[config.mk]
export PLATFORM = sky130hd
export DESIGN_NAME = divider_arbiter
export DESIGN_NICKNAME = d
export VERILOG_FILES = /design/src/rtl/divider_arbiter.sv
export SDC_FILE = /design/constraint.sdc
export NUM_CORES = 1
export LEC_CHECK = 0
export CAP_MARGIN = 15
export CORE_AREA = 2 2 181 183
export DETAILED_ROUTE_END_ITERATION = 16
export DIE_AREA = 0 0 183 185
export GPL_TIMING_DRIVEN = 0
export PLACE_DENSITY = 0.52
export SYNTH_ARGS = -nofsm -noshare
export SYNTH_HDL_FRONTEND = slang
export SYNTH_SLANG_ARGS = --single-unit
[constraint.sdc]
create_clock -name clk_in -period 2.3 [get_ports clk_in]
set_input_delay 0.23 -clock clk_in [delete_from_list [all_inputs] [get_ports clk_in]]
set_output_delay 0.23 -clock clk_in [all_outputs]
set_load 0.02 [all_outputs]
[src/rtl/divider_arbiter.sv]
// Round-robin arbiter sharing one iterative divider among NUM_REQ requesters.
// Optional watchdog in WAIT is enabled by defining DIV_ARB_TIMEOUT_EN.
module divider_arbiter #(
  parameter int NUM_REQ        = 4,
  parameter int WIDTH          = 32,
  parameter int TIMEOUT_CYCLES = 64
) (
  input  logic                     clk_in,
  input  logic                     rst_in,
  input  logic [NUM_REQ-1:0]       req_valid_in,
  input  logic [NUM_REQ*WIDTH-1:0] req_dividend_in,
  input  logic [NUM_REQ*WIDTH-1:0] req_divisor_in,
  output logic [NUM_REQ-1:0]       req_ready_out,
  output logic [NUM_REQ-1:0]       resp_valid_out,
  output logic [WIDTH-1:0]         resp_quotient_out,
  output logic [WIDTH-1:0]         resp_remainder_out,
  output logic                     resp_error_out,
  output logic [WIDTH-1:0]         div_dividend_out,
  output logic [WIDTH-1:0]         div_divisor_out,
  output logic                     div_data_valid_out,
  input  logic [WIDTH-1:0]         div_quotient_in,
  input  logic [WIDTH-1:0]         div_remainder_in,
  input  logic                     div_data_valid_in,
  input  logic                     div_error_in,
  input  logic                     div_busy_in
);

  localparam int GW = (NUM_REQ > 1) ? $clog2(NUM_REQ) : 1;

  localparam logic [1:0] ST_IDLE    = 2'd0;
  localparam logic [1:0] ST_ISSUE   = 2'd1;
  localparam logic [1:0] ST_WAIT    = 2'd2;
  localparam logic [1:0] ST_RESPOND = 2'd3;

  localparam logic [GW-1:0]      LAST_RST = GW'(NUM_REQ - 1);
  localparam logic [NUM_REQ-1:0] ONE_BIT  = {{(NUM_REQ-1){1'b0}}, 1'b1};

  if (NUM_REQ < 2 || TIMEOUT_CYCLES < 1) begin : g_param_check
    $error("divider_arbiter: NUM_REQ must be >= 2 and TIMEOUT_CYCLES >= 1");
  end

  logic [1:0]       state;
  logic [GW-1:0]    last_grant;
  logic [GW-1:0]    grant_id;
  logic [GW-1:0]    pick;
  logic [GW-1:0]    cand;
  logic             pick_found;
  logic [WIDTH-1:0] pick_dividend;
  logic [WIDTH-1:0] pick_divisor;
  logic             take;
  logic             timeout;

  // Rotating priority: search starts one past the previous winner.
  always_comb begin
    pick_found = 1'b0;
    pick       = '0;
    cand       = '0;
    for (int unsigned i = 1; i <= NUM_REQ; i++) begin
      cand = GW'((32'(last_grant) + i) % 32'(NUM_REQ));
      if (!pick_found && req_valid_in[cand]) begin
        pick_found = 1'b1;
        pick       = cand;
      end
    end
  end

  always_comb begin
    pick_dividend = '0;
    pick_divisor  = '0;
    for (int unsigned i = 0; i < NUM_REQ; i++) begin
      if (GW'(i) == pick) begin
        pick_dividend = req_dividend_in[i*WIDTH +: WIDTH];
        pick_divisor  = req_divisor_in[i*WIDTH +: WIDTH];
      end
    end
  end

  assign req_ready_out      = (state == ST_IDLE && pick_found) ? (ONE_BIT << pick) : '0;
  assign resp_valid_out     = (state == ST_RESPOND) ? (ONE_BIT << grant_id) : '0;
  assign div_data_valid_out = (state == ST_ISSUE) && !div_busy_in;

`ifdef DIV_ARB_TIMEOUT_EN
  localparam int TW = $clog2(TIMEOUT_CYCLES + 1);

  logic [TW-1:0] wd_count;
  logic          drop;

  assign take    = (state == ST_WAIT) && div_data_valid_in && !drop;
  assign timeout = (state == ST_WAIT) && !take && (wd_count == TW'(TIMEOUT_CYCLES));

  // Counter saturates at the limit; drop swallows the abandoned division's late strobe.
  always_ff @(posedge clk_in) begin
    if (rst_in) begin
      wd_count <= '0;
      drop     <= 1'b0;
    end else begin
      if (state != ST_WAIT)
        wd_count <= '0;
      else if (wd_count != TW'(TIMEOUT_CYCLES))
        wd_count <= wd_count + 1'b1;
      if (timeout)
        drop <= 1'b1;
      else if (div_data_valid_in)
        drop <= 1'b0;
    end
  end
`else
  assign take    = (state == ST_WAIT) && div_data_valid_in;
  assign timeout = 1'b0;
`endif

  always_ff @(posedge clk_in) begin
    if (rst_in) begin
      state              <= ST_IDLE;
      last_grant         <= LAST_RST;
      grant_id           <= '0;
      div_dividend_out   <= '0;
      div_divisor_out    <= '0;
      resp_quotient_out  <= '0;
      resp_remainder_out <= '0;
      resp_error_out     <= 1'b0;
    end else begin
      case (state)
        ST_IDLE: begin
          if (pick_found) begin
            grant_id         <= pick;
            last_grant       <= pick;
            div_dividend_out <= pick_dividend;
            div_divisor_out  <= pick_divisor;
            state            <= ST_ISSUE;
          end
        end
        ST_ISSUE: begin
          if (!div_busy_in)
            state <= ST_WAIT;
        end
        ST_WAIT: begin
          if (take) begin
            resp_quotient_out  <= div_quotient_in;
            resp_remainder_out <= div_remainder_in;
            resp_error_out     <= div_error_in;
            state              <= ST_RESPOND;
          end else if (timeout) begin
            resp_quotient_out  <= '0;
            resp_remainder_out <= '0;
            resp_error_out     <= 1'b1;
            state              <= ST_RESPOND;
          end
        end
        default: state <= ST_IDLE;
      endcase
    end
  end

endmodule

---- Word-level counts from Yosys, hierarchy flattened ----
Cells that the tools add are included.
word-level totals
  flip-flop bits (word level) ............. 135
  bits of input ports ..................... 329
  output and inout port bits .............. 138
operators by class
  equality and inequality tests ........... 9
  reduce and logical (&&, ||, !) cells .... 15
  add/subtract/negate cells ............... 4
  shift operators ......................... 2
  $lt $le $gt $ge ......................... 4
  multiplexer cells ....................... 30
operators by type and width
  cell                                                                   number
  32-bit two-way mux                                                     8
  2-bit two-way mux                                                      7
  2-bit by 3-bit < comparator with 1-bit output (second input constant)  4
  1-bit binary-select mux with 2-bit select                              4
  1-bit two-way mux                                                      8
  4-bit two-way mux                                                      2
  1-bit by 2-bit << shifter with 4-bit output (first input constant)     2
  1-bit logical AND                                                      6
  2-bit != test (second input constant)                                  3
  2-bit case mux with 3 select lines                                     1
  2-bit by 1-bit adder with 2-bit output (second input constant)         2
  2-bit adder (second input constant)                                    2
  2-bit == test (first input constant)                                   2
  2-bit == test (second input constant)                                  2
  1-bit logical NOT                                                      4
  2-bit logical NOT                                                      2
  2-bit AND reduction                                                    2
  3-bit AND reduction                                                    1
  1-bit by 2-bit == test with 1-bit output (first input constant)        1
  2-bit by 1-bit == test with 1-bit output (second input constant)       1

---- Depth between registers and ports, before layout ----
  depth in word-level cells ............... 18
  gate-level depth with buffers ........... 10
  mapped depth without buffers ............ 6

---- Worst setup path before layout ----
No wires, ideal clock.
  path kind ............................... reg2out
  from .................................... register last_grant[1]
  to ...................................... output port req_ready_out[0]
  cell stages (with the launch flop) ...... 7
  arrival time ............................ 1,677 ps
  buffers on the path ..................... 3
  slack ................................... 393 ps
  path through ............................ dfxtp_1 or3b_1 o221a_2 buf_6 buf_6 buf_6 nor3_1
between the ends
  longest elaborated chain between the ends .. 15
  elaborated cells on any way between the ends .. 29
RTL lines
  item                                                                              RTL line  text
  from (decl)                                                                       43        logic [GW-1:0] last_grant;
  from (signal assigned)                                                            127       last_grant <= pick;
  2-bit by 1-bit adder with 2-bit output                                            59        cand = GW'((32'(last_grant) + i) % 32'(NUM_REQ));
  1-bit binary-select mux with 2-bit select                                         60        if (!pick_found && req_valid_in[cand]) begin
  1-bit two-way mux (implied by the code)                                           60
  1-bit two-way mux                                                                 60
  1-bit logical NOT                                                                 60
  1-bit logical AND                                                                 60
  1-bit two-way mux                                                                 60
  1-bit logical NOT                                                                 60
  1-bit logical AND                                                                 60
  1-bit two-way mux                                                                 60
  1-bit logical NOT                                                                 60
  1-bit logical AND                                                                 60
  2-bit two-way mux or 1-bit two-way mux (tied branches)                            60
  1-bit by 2-bit << shifter with 4-bit output or 1-bit logical AND (tied branches)  78        assign req_ready_out = (state == ST_IDLE && pick_found) ? (ONE_BIT << pick) : '0;
  4-bit two-way mux *                                                               78
  to (decl)                                                                         13        output logic [NUM_REQ-1:0] req_ready_out,
Every way passes the cells marked *; elsewhere a longest branch is shown, timed or not. The select of a mux whose other input is x is not followed.

---- Worst setup path after layout ----
Ends and elaborated chain as after synthesis.

==> impl_metrics.json <==
{
  "cts-resized-gates": 27,
  "syn-num-nets": 1045,
  "synth_seq_area_share_pct": 41.89,
  "synth.distinct_cells": 36,
  "port_buffers": 465,
  "grt_setup_unrepaired": "yes",
  "grt-ovfl-total": 0,
  "vdd_drop_max_uv": 458.5,
  "critPathMaxFanout": 10,
  "die_y_um": 185,
  "cts_buffers": 17,
  "die_w_um": 183,
  "p_switching_mw": 4.924,
  "gp_congestion": 0.7908,
  "crit_arrival_ns": 1.99,
  "status": "finished, final reports clean",
  "p_per_area_nw_per_um2": 1046,
  "critPathKind": "flip-flop to output port",
  "antenna_found_initial": 6,
  "grt_max_degree": 17,
  "nets": 1529,
  "cts_tree": "yes",
  "finalCriticalPeriod_ns": 2.222,
  "fp.dieArea_um2": 33860,
  "min_path_type": "input port to flip-flop",
  "drt_drc_violations_left": 0,
  "period_share_pct": 96.63,
  "grt_pass1_wl_um": 44610,
  "drtIter0Drc": 214,
  "fillCellCount": 3251,
  "leakage_nw": 4.555,
  "p_int_mw": 7.941,
  "drt_pass1_iterations": 4,
  "slew_headroom_pct": 51.79,
  "hold_violations": 0,
  "highest_layer": "met5",
  "clk_pin_slew_ns": 0.06,
  "max_freq_mhz": 450.0,
  "end_kind": "output port",
  "top_level_ports": 467,
  "wl_per_cell_um": 19.38,
  "wl_met3_um": 2660,
  "htreeDepth": 4,
  "grt_use_total_pct": 17.76,
  "crit_path_max_incr_delay_ns": 0.38,
  "postSynthAreaPerCell_um2": 9.073,
  "syn2layout_area_growth_pct": 90.73,
  "start_util_pct": 20.13,
  "worst_path_most_repeated_cell": "buf_12",
  "met2_length_um": 15830,
  "grt_pass1_vias": 7082,
  "power_frac_seq_pct": 27.1,
  "final_cells": 1621,
  "cp_cell_sequence": "or3b_1, o221a_2, buf_6, buf_12, buf_12, nor3_4, buf_4",
  "wl_met1_um": 12510,
  "cp.required_ns": 2.07,
  "insertion_delay_ns": 0.42,
  "p_sw_share_pct": 38.27,
  "wl_um": 31410,
  "combPwrFrac_pct": 50.4,
  "cts_root_buffer": "clkbuf_16",
  "skew_ns": 0.01374,
  "max_cap_violations": 0,
  "syn_area_um2": 6451,
  "mostFrequentLayoutCell": "clkdlybuf4s50_1",
  "vias_per_cell": 4.378,
  "synth_cells": 711,
  "ys_warn_count": 0,
  "clock_path_buffers": 2,
  "dp_hpwl_um": 25020,
  "ys_ff_latch": 135,
  "worst_pin_slew_ns": 0.7231,
  "tns_ns": 0,
  "drv_slew": 0,
  "fp.coreArea_um2": 32040,
  "vias": 7097,
  "clkSinkCount": 135,
  "worst_setup_path_start_kind": "flip-flop",
  "num_rows": 66,
  "fin_util_pct": 38.40,
  "slowest_stage": "or3b_1",
  "cts_hold_buf": 0,
  "placed_cells": 1584,
  "mostFrequentLayoutCells": "clkdlybuf4s50_1 (459), nand2_1 (195), dfxtp_1 (133)",
  "setup_violations": 0,
  "antenna_left": 0,
  "drive_gt1_share_pct": 7.450,
  "cts_setup_buffers": 0,
  "clock_power_share_pct": 22.5
}
-- path summary, 6_finish.rpt --
check        depth (start not counted)                  start                    end  slack [ns]
min                                  3    div_quotient_in[11]  resp_quotient_out[11]        0.35
min reg2reg                          2  resp_quotient_out[25]  resp_quotient_out[25]        0.45
max                                  7          last_grant[1]       req_ready_out[0]        0.08
max reg2reg                          7               state[0]   div_dividend_out[25]        0.16
-- power by group through the flow --
stage	clock, mW	combinational (mW)	sequential [mW]
after floorplan	0	2.67	4.31
after global routing	3.09	6.94	3.58
after CTS	3.00	6.56	3.49
after detailed placement	0	6.50	3.53
final	2.90	6.48	3.49
after global placement	0	6.50	3.50
-- stage by stage --
step | total power, mW | area [um2] | hold WS, ns | setup WS, ns
6_report | 12.86 | 12300 | 0.3492 | 0.07758
2_1_floorplan | 6.978 | 6451 | 0.3660 | 0.3929
5_1_grt | 13.60 | 12300 | 0.3296 | 0.002759
3_5_place_dp | 10.03 | 11620 | 0.4474 | -0.4963
3_3_place_gp | 9.997 | 11620 | 0.4407 | -0.4723
4_1_cts | 13.05 | 12250 | 0.3201 | 0.004313
-- per-layer routing --
layer  GRT usage (%)  vias up
li1                -     3488
met1           19.86     3308
met2           31.48      283
met3           6.429       16
met4           5.504        2
met5               0        -
-- cell type report --
cell class | count | area [um2] | area share (%)
Antenna cell | 5 | 12.51 | 0.1017
Buffer | 60 | 404.1 | 3.285
Clock buffer | 22 | 464.2 | 3.773
Clock inverter | 10 | 142.6 | 1.159
Inverter | 4 | 15.01 | 0.1220
Multi-Input combinational cell | 512 | 3393 | 27.58
Sequential cell | 135 | 2705 | 21.98
Tap cell | 408 | 510.5 | 4.149
Timing Repair Buffer | 465 | 4657 | 37.85
-- cells in the mapped netlist, drive strengths merged --
cell | number | area share, %
nor2b | 6 | 0.62
or3b | 1 | 0.14
mux2 | 5 | 0.87
and3 | 1 | 0.097
o221a | 1 | 0.17
a222oi | 1 | 0.16
nor4 | 1 | 0.19
nand2b | 2 | 0.23
o221ai | 59 | 9.0
clkbuf | 31 | 1.9
and2 | 1 | 0.097
inv | 4 | 0.23
nor3 | 2 | 0.16
nand3b | 6 | 0.76
or2 | 1 | 0.097
o21bai | 1 | 0.12
dfxtp | 135 | 42
o211ai | 1 | 0.12
nor3b | 1 | 0.12
mux2i | 128 | 20
buf | 29 | 3.9
ha | 5 | 0.97
a21oi | 70 | 5.4
nand2 | 196 | 11
o21ai | 8 | 0.62
nor2 | 15 | 0.91
-- registers in the layout, indices dropped and copies added, names as in the netlist --
register            cells
resp_quotient_out      32
last_grant              2
state                   2
div_divisor_out        32
resp_remainder_out     32
resp_error_out          1
div_dividend_out       32
grant_id                2
-- cell families (layout without fill, tap and decap cells) --
kind of cell	count (synthesis)	count (layout)	share of synthesized area (%)
muxes	133	133	20.73
AOI/OAI and AO/OA	141	141	15.59
and+or+nand+nor	233	233	14.82
buffers and inverters	64	561	5.993
adders and majority gates	5	5	0.9697
DFF	135	135	41.89
other	0	5	0
-- worst max-delay path, delay by kind of cell, from the launching register on --
| kind | cells | cell delay (ns) |
|---|---|---|
| AO/OA/AOI/OAI | 1 | 0.14 |
| buffers and inverters | 4 | 0.60 |
| flip-flops | 1 | 0.34 |
| AND/OR/NAND/NOR | 2 | 0.48 |
(Power assumes the default switching activity.)
